### src/rtl/slow_clk_pkg.sv
// slow_clk_pkg: shared state encoding and default sizing for the slow clock monitor.
package slow_clk_pkg;
    typedef enum logic [1:0] {ACQUIRE, MEASURE, LOCKED, STALLED} mon_state_t;
    localparam int SYNC_STAGES_DEF = 2;
    localparam int CNT_W_DEF = 16;
    localparam int TIMEOUT_DEF = 1023;
endpackage

### src/rtl/level_sync.sv
// level_sync: multi-flop synchronizer for an asynchronous level, with a fill flag that
// marks when the output reflects a real sample rather than the reset value.
module level_sync
    import slow_clk_pkg::*;
#(
    parameter int STAGES = SYNC_STAGES_DEF
) (
    input  logic clk_i,
    input  logic reset_n,
    input  logic d,
    output logic q,
    output logic vld
);
    logic [STAGES-1:0] chain;
    logic [STAGES-1:0] fill;
    always_ff @(posedge clk_i or negedge reset_n) begin
        if (!reset_n) begin
            chain <= '0;
            fill  <= '0;
        end else begin
            chain <= {chain[STAGES-2:0], d};
            fill  <= {fill[STAGES-2:0], 1'b1};
        end
    end
    assign q   = chain[STAGES-1];
    assign vld = fill[STAGES-1];
endmodule

### src/rtl/slow_clk_monitor.sv
// slow_clk_monitor: edge pulses, lock and stall status for the divided game clock.
// Defining PERIOD_CAPTURE_EN adds period_o, the rise-to-rise interval in clk_i cycles.
module slow_clk_monitor
    import slow_clk_pkg::*;
#(
    parameter int SYNC_STAGES = SYNC_STAGES_DEF,
    parameter int CNT_W       = CNT_W_DEF,
    parameter int TIMEOUT     = TIMEOUT_DEF
) (
    input  logic             clk_i,
    input  logic             reset_n,
    input  logic             slow_i,
    output logic             tick_o,
    output logic             fall_o,
    output logic             locked_o,
    output logic             stall_o
`ifdef PERIOD_CAPTURE_EN
    ,
    output logic [CNT_W-1:0] period_o
`endif
);
    localparam logic [CNT_W-1:0] CNT_MAX   = '1;
    localparam logic [CNT_W-1:0] TIMEOUT_C = CNT_W'(TIMEOUT);

    logic             lvl;
    logic             lvl_vld;
    logic             prev;
    logic             armed;
    logic             rise;
    logic             fall;
    logic [CNT_W-1:0] gap;
    mon_state_t       state;
    mon_state_t       state_nxt;

    level_sync #(.STAGES(SYNC_STAGES)) u_sync (
        .clk_i  (clk_i),
        .reset_n(reset_n),
        .d      (slow_i),
        .q      (lvl),
        .vld    (lvl_vld)
    );

    // Arming waits for a genuine low sample so the reset value of the chain never fakes a rise.
    assign rise = armed & lvl & ~prev;
    assign fall = armed & ~lvl & prev;

    always_ff @(posedge clk_i or negedge reset_n) begin
        if (!reset_n) begin
            prev   <= 1'b0;
            armed  <= 1'b0;
            tick_o <= 1'b0;
            fall_o <= 1'b0;
            gap    <= '0;
        end else begin
            prev   <= lvl;
            armed  <= armed | (lvl_vld & ~lvl);
            tick_o <= rise;
            fall_o <= fall;
            gap    <= (rise | fall) ? '0 : (gap == CNT_MAX ? gap : gap + CNT_W'(1));
        end
    end

    always_ff @(posedge clk_i or negedge reset_n) begin
        if (!reset_n) state <= ACQUIRE;
        else          state <= state_nxt;
    end

    // An edge on the timeout cycle takes priority, so the stall is never entered.
    always_comb begin
        state_nxt = state;
        if (rise)
            state_nxt = (state == MEASURE || state == LOCKED) ? LOCKED : MEASURE;
        else if (!fall && state != STALLED && gap == TIMEOUT_C)
            state_nxt = STALLED;
    end

    always_comb begin
        locked_o = (state == LOCKED);
        stall_o  = (state == STALLED);
    end

`ifdef PERIOD_CAPTURE_EN
    logic [CNT_W-1:0] per_cnt;
    always_ff @(posedge clk_i or negedge reset_n) begin
        if (!reset_n) begin
            per_cnt  <= '0;
            period_o <= '0;
        end else begin
            per_cnt <= rise ? CNT_W'(1) : (per_cnt == CNT_MAX ? per_cnt : per_cnt + CNT_W'(1));
            if (rise && state != ACQUIRE) period_o <= per_cnt;
        end
    end
`endif
endmodule
### config.mk
export PLATFORM = sky130hd
export DESIGN_NAME = slow_clk_monitor
export DESIGN_NICKNAME = d
export VERILOG_FILES = /design/src/rtl/slow_clk_pkg.sv /design/src/rtl/level_sync.sv /design/src/rtl/slow_clk_monitor.sv
export SDC_FILE = /design/constraint.sdc
export NUM_CORES = 1
export LEC_CHECK = 0
export CELL_PAD_IN_SITES_DETAIL_PLACEMENT = 1
export CELL_PAD_IN_SITES_GLOBAL_PLACEMENT = 1
export CORE_ASPECT_RATIO = 0.9
export CORE_MARGIN = 2
export CORE_UTILIZATION = 52
export DETAILED_ROUTE_END_ITERATION = 10
export DONT_BUFFER_PORTS = 1
export PLACE_DENSITY = 0.89
export SYNTH_ARGS = -nofsm -noshare
export SYNTH_HDL_FRONTEND = slang
export SYNTH_SLANG_ARGS = --single-unit
### constraint.sdc
create_clock -name clk_i -period 4.76 [get_ports clk_i]
set_clock_uncertainty 0.2 [all_clocks]
set_input_delay 0.238 -clock clk_i [delete_from_list [all_inputs] [get_ports clk_i]]
set_output_delay 0.238 -clock clk_i [all_outputs]
set_load 0.02 [all_outputs]
Yosys cells after proc, flatten, opt, wreduce, memory -nomap -nowiden:

Cells that the tools add are included.

* bits in registers: 26
* input port bits: 3
* output and inout port bits: 4
* logic and storage cells: 35

* $add $sub $neg: 1
* eq/ne operators: 7
* muxes and demuxes: 5
* bitwise operators: 9
* reduce and logical (&&, ||, !) cells: 5

Operators with widths (number)
* two-way mux 16 bit: 2
* adder 16 x 1 -> 16 bit (second input constant): 1
* equality test 16 x 10 -> 1 bit (second input constant): 1
* equality test 16 bit (second input constant): 1
* two-way mux 2 bit: 3
* bitwise AND 1 bit: 5
* equality test 2 bit (second input constant): 2
* inequality test 2 bit (second input constant): 2
* equality test 2 x 1 -> 1 bit (second input constant): 1
* logical AND 1 bit: 2
* NOT 1 bit: 2
* bitwise OR 1 bit: 2
* nonzero test 2 bit: 1
* logical NOT 1 bit: 1
* logical OR 1 bit: 1

Depth between registers and ports, before layout:

* word-level depth: 8
* depth in mapped cells: 6
* depth with buffers taken out: 5

Cells and area by module:

A second synthesis with hierarchy kept.

* cell total of the unflattened synthesis: 124
* area, all modules: 1286.2 sq um

Modules (own cells, without submodules)
* slow_clk_monitor: instances 1, cells each 119, area each 1182.4 sq um
* level_sync: instances 1, cells each 5, area each 103.8 sq um

Least setup slack after synthesis:

No wires, ideal clock.

* kind: register to register
* from: register gap[0]
* to: register gap[1]
* arrival: 1.479 ns
* slack: 2.949 ns
* cell stages (with the launch flop): 7
* path buffers: 1
* clock period less this slack: 1.811 ns
* cell sequence: dfrtp_1 > ha_1 > nand4_2 > nor4_4 > buf_6 > mux2i_1 > nor2_1

* cells in the longest elaborated chain, start to end: 3

RTL lines
* from (decl): RTL line slow_clk_monitor.sv:31 `logic [CNT_W-1:0] gap;`
* from (signal assigned): RTL line slow_clk_monitor.sv:59 `gap <= (rise | fall) ? '0 : (gap == CNT_MAX ? gap : gap + CNT_W'(1));`
* adder 16 x 1 -> 16 bit: RTL line slow_clk_monitor.sv:59
* two-way mux 16 bit (2 in a row): RTL line slow_clk_monitor.sv:59

Several ways; a longest one is shown, not always the timed one. The select of a mux whose other input is x is not followed.
A chain may end at the register's enable or synchronous reset.

Worst setup path after layout:

Same ends and word-level chain as after synthesis.

==> key figures <==
Route
  – # DRC: 0
  – DRT iter0 DRCs: 27
  – Routed via count: 959
  – Post-route ant nets: 0
  – TritonRoute pass-1 iters: 3
  – Post-Route WL: 2.983 mm
  – Avg Vias per Cell: 6.227
  – WL per Instance: 19.37 microns

Floorplan
  – Die Wd: 56.27 microns
  – Core Region: 2382 sq um
  – Rows: 17
  – IO Count: 7
  – Die Area: 2872 sq um
  – Initial Util: 53.68%
  – Die Ht: 51.05 microns

Timing
  – Crit path time final: 2.239 ns
  – TNS Setup: 0 ns
  – Final period util: 47.03%
  – Final setup fails: 0
  – RSZ-0062 raised after global routing: false
  – Final Hold Viols: 0
  – FMAX: 0.4467 GHz
  – Worst Tran Pin Value: 0.6779 ns
  – Slew HR: 54.47%
  – Final slew viol count: 0

Synthesis
  – Synth Area per Inst: 10.57 sq um
  – Cells after Synth: 121
  – Synth top area share: 50.88%
  – Syn Std Cell Area: 1279 sq um
  – Synth area leader: dfrtp_1
  – Yosys reg bits: 26
  – Ys flop type: dfrtp_1
  – EDFF count, synth: 0
  – Ys async rst share: 100.0%
  – Number of synthesis warnings: 0
  – Syn nets: 127
  – Sequential fraction of the synthesis area: 50.88%
  – Synth area leaders: dfrtp_1 51%, nand4_4 3.3%, nor2_1 3.2%, ha_1 2.9%, or3_1 2.9%
  – Distinct cells, synth: 34

Clock network
  – Worst skew pair latency: 0.33 ns
  – Clock root cell: clkbuf_4
  – Hold-fix buffers, CTS: 3
  – # clock sinks: 26
  – Post_cts resized: 0
  – H-tree depth: 1
  – Max Root-Sink Buffers: 2
  – Setup Buffers After CTS: 0
  – Reg clk slew, reported paths: 0.14 ns
  – TritonCTS clock tree: done
  – CTS Buf Count: 3

Layout
  – Share of cells above drive strength 1: 11.11%
  – Layout area overhead: 8.806%
  – Post-layout nets: 133
  – Antenna Cells: 0

Setup path
  – Worst path cell trace: ha_1 > nand4_2 > nor4_4 > mux2i_1 > nor2_1
  – Worst setup path class: reg -> reg
  – Max stage delay cell, worst path: nor4_4
  – R2R Setup Slk: 2.52 ns
  – Max incr delay on CP: 0.64 ns
  – Crit path max-delay family: simple AND/OR/NAND/NOR gates
  – Worst-path maximum fanout: 13
  – Crit end category: flip-flop
  – Buf/Inv on CP: 0
  – CP Launch Type: flip-flop
  – Worst Path Required: 4.77 ns
  – CP arrival: 2.25 ns

Global routing
  – Largest net degree at the start of global routing: 27
  – First-pass GRT wire length: 5.181 mm
  – GRT overflow: 0
  – Vias in the first global route: 1070
  – Initial antenna violation count: 0
  – Global Route Usage Sum: 23.57%

Place
  – PortBufs: 0
  – HPWL after DPL: 2.193 mm
  – Routability Congestion: 0.7524

Job
  – Max-cap violation count: 0

Run status
  – Status: finished, final reports clean

Min path
  – Min-delay worst type: in -> async

Power
  – Leak pwr: 0.6196 nW
  – Total power: 481.1 uW
  – Pwr Density: 345.8 nW/um^2
  – Peak VDD IR: 326.9 uV
==> final cells by class <==
cell class | instances | area [sq um]
timing repair buffer | 3 | 40.04
tap | 28 | 35.03
sequential | 26 | 650.6
multi-input combinational | 88 | 594.3
clock inverter | 1 | 30.03
fill | 256 | 991.0
clock buffer | 3 | 22.52
inverter | 5 | 18.77
==> metrics by stage <==
stage	instances	area (sq um)	utilization (%)	setup WS, ns	hold WS [ns]
finish	154	1391	58.40	2.521	0.1106
global route	154	1391	58.40	2.323	0.1138
CTS	154	1391	58.40	2.506	0.1249
detailed placement	147	1299	54.52	2.531	-0.2571
global placement	147	1299	54.52	2.683	-0.2571
floorplan	121	1279	-	2.949	-0.2576
==> cell usage after synthesis, types with 2 or more instances <==
cell,number
nand2_1,7
or2_2,2
nand3_1,5
nor4_1,3
xor2_1,2
or3_1,6
nor3_2,3
and3_1,3
nand4_4,2
a211oi_1,2
mux2i_1,2
ha_1,3
nor2_1,11
dfrtp_1,26
inv_1,5
and4_1,3
a31oi_1,4
o21ai_1,4
o21ai_0,3
a21oi_1,6
nor3_1,6
==> worst paths after layout <==
path / from / depth (start not counted) / end
hold reg to reg: u_sync.fill[0] / 0 / u_sync.fill[1]
max in group asynchronous: reset_n / 2 / fall_o
min in group clk_i: u_sync.fill[0] / 0 / u_sync.fill[1]
setup reg to reg: gap[0] / 5 / gap[1]
setup / recovery: gap[0] / 5 / gap[1]
hold / removal: reset_n / 2 / gap[10]
==> cell families (layout without fill, tap and decap cells) <==
logic type      Yosys count  count (layout)  share of synthesized area (%)
compound gates           23              23                          10.67
xor+xnor                  2               2                          1.370
fa+ha+maj                 3               3                          2.936
buf+inv                   7              12                          2.642
flops                    26              26                          50.88
mux                       2               2                          1.566
other cells               1               1                         0.2933
simple gates             57              57                          29.65
==> per-layer routing <==
layer / GRT usage [%] / share of wire (%) / up-vias
met2: 42.55 / 52 / 9
met3: 4.810 / 2.0 / 5
met4: 7.143 / 1.3 / 0
met5: 0 / 0 / -
met1: 28.52 / 45 / 484
li1: - / - / 461
==> flip-flops by register name, indices dropped and copies added, names as in the netlist <==
register	count
state	2
armed	1
u_sync.chain	2
prev	1
fall_o	1
gap	16
u_sync.fill	2
tick_o	1
==> where the power goes <==
group / switching, mW / internal, mW
Combinational: 0.0482 / 0.0262
Clock: 0.0684 / 0.0853
Sequential: 0.0164 / 0.237
==> cell usage in the layout (no fill, tap or decap), types with 3 or more instances in the layout <==
cell type  netlist  routed
nand2_1          7       7
nor2_1          11      11
and4_1           3       3
inv_1            5       5
or3_1            6       6
o21ai_1          4       4
clkbuf_4         0       3
a31oi_1          4       4
nand3_1          5       5
a21oi_1          6       6
ha_1             3       3
and3_1           3       3
nor4_1           3       3
nor3_1           6       6
o21ai_0          3       3
nor3_2           3       3
dfrtp_1         26      26
Power figures use the tool's default switching activity.
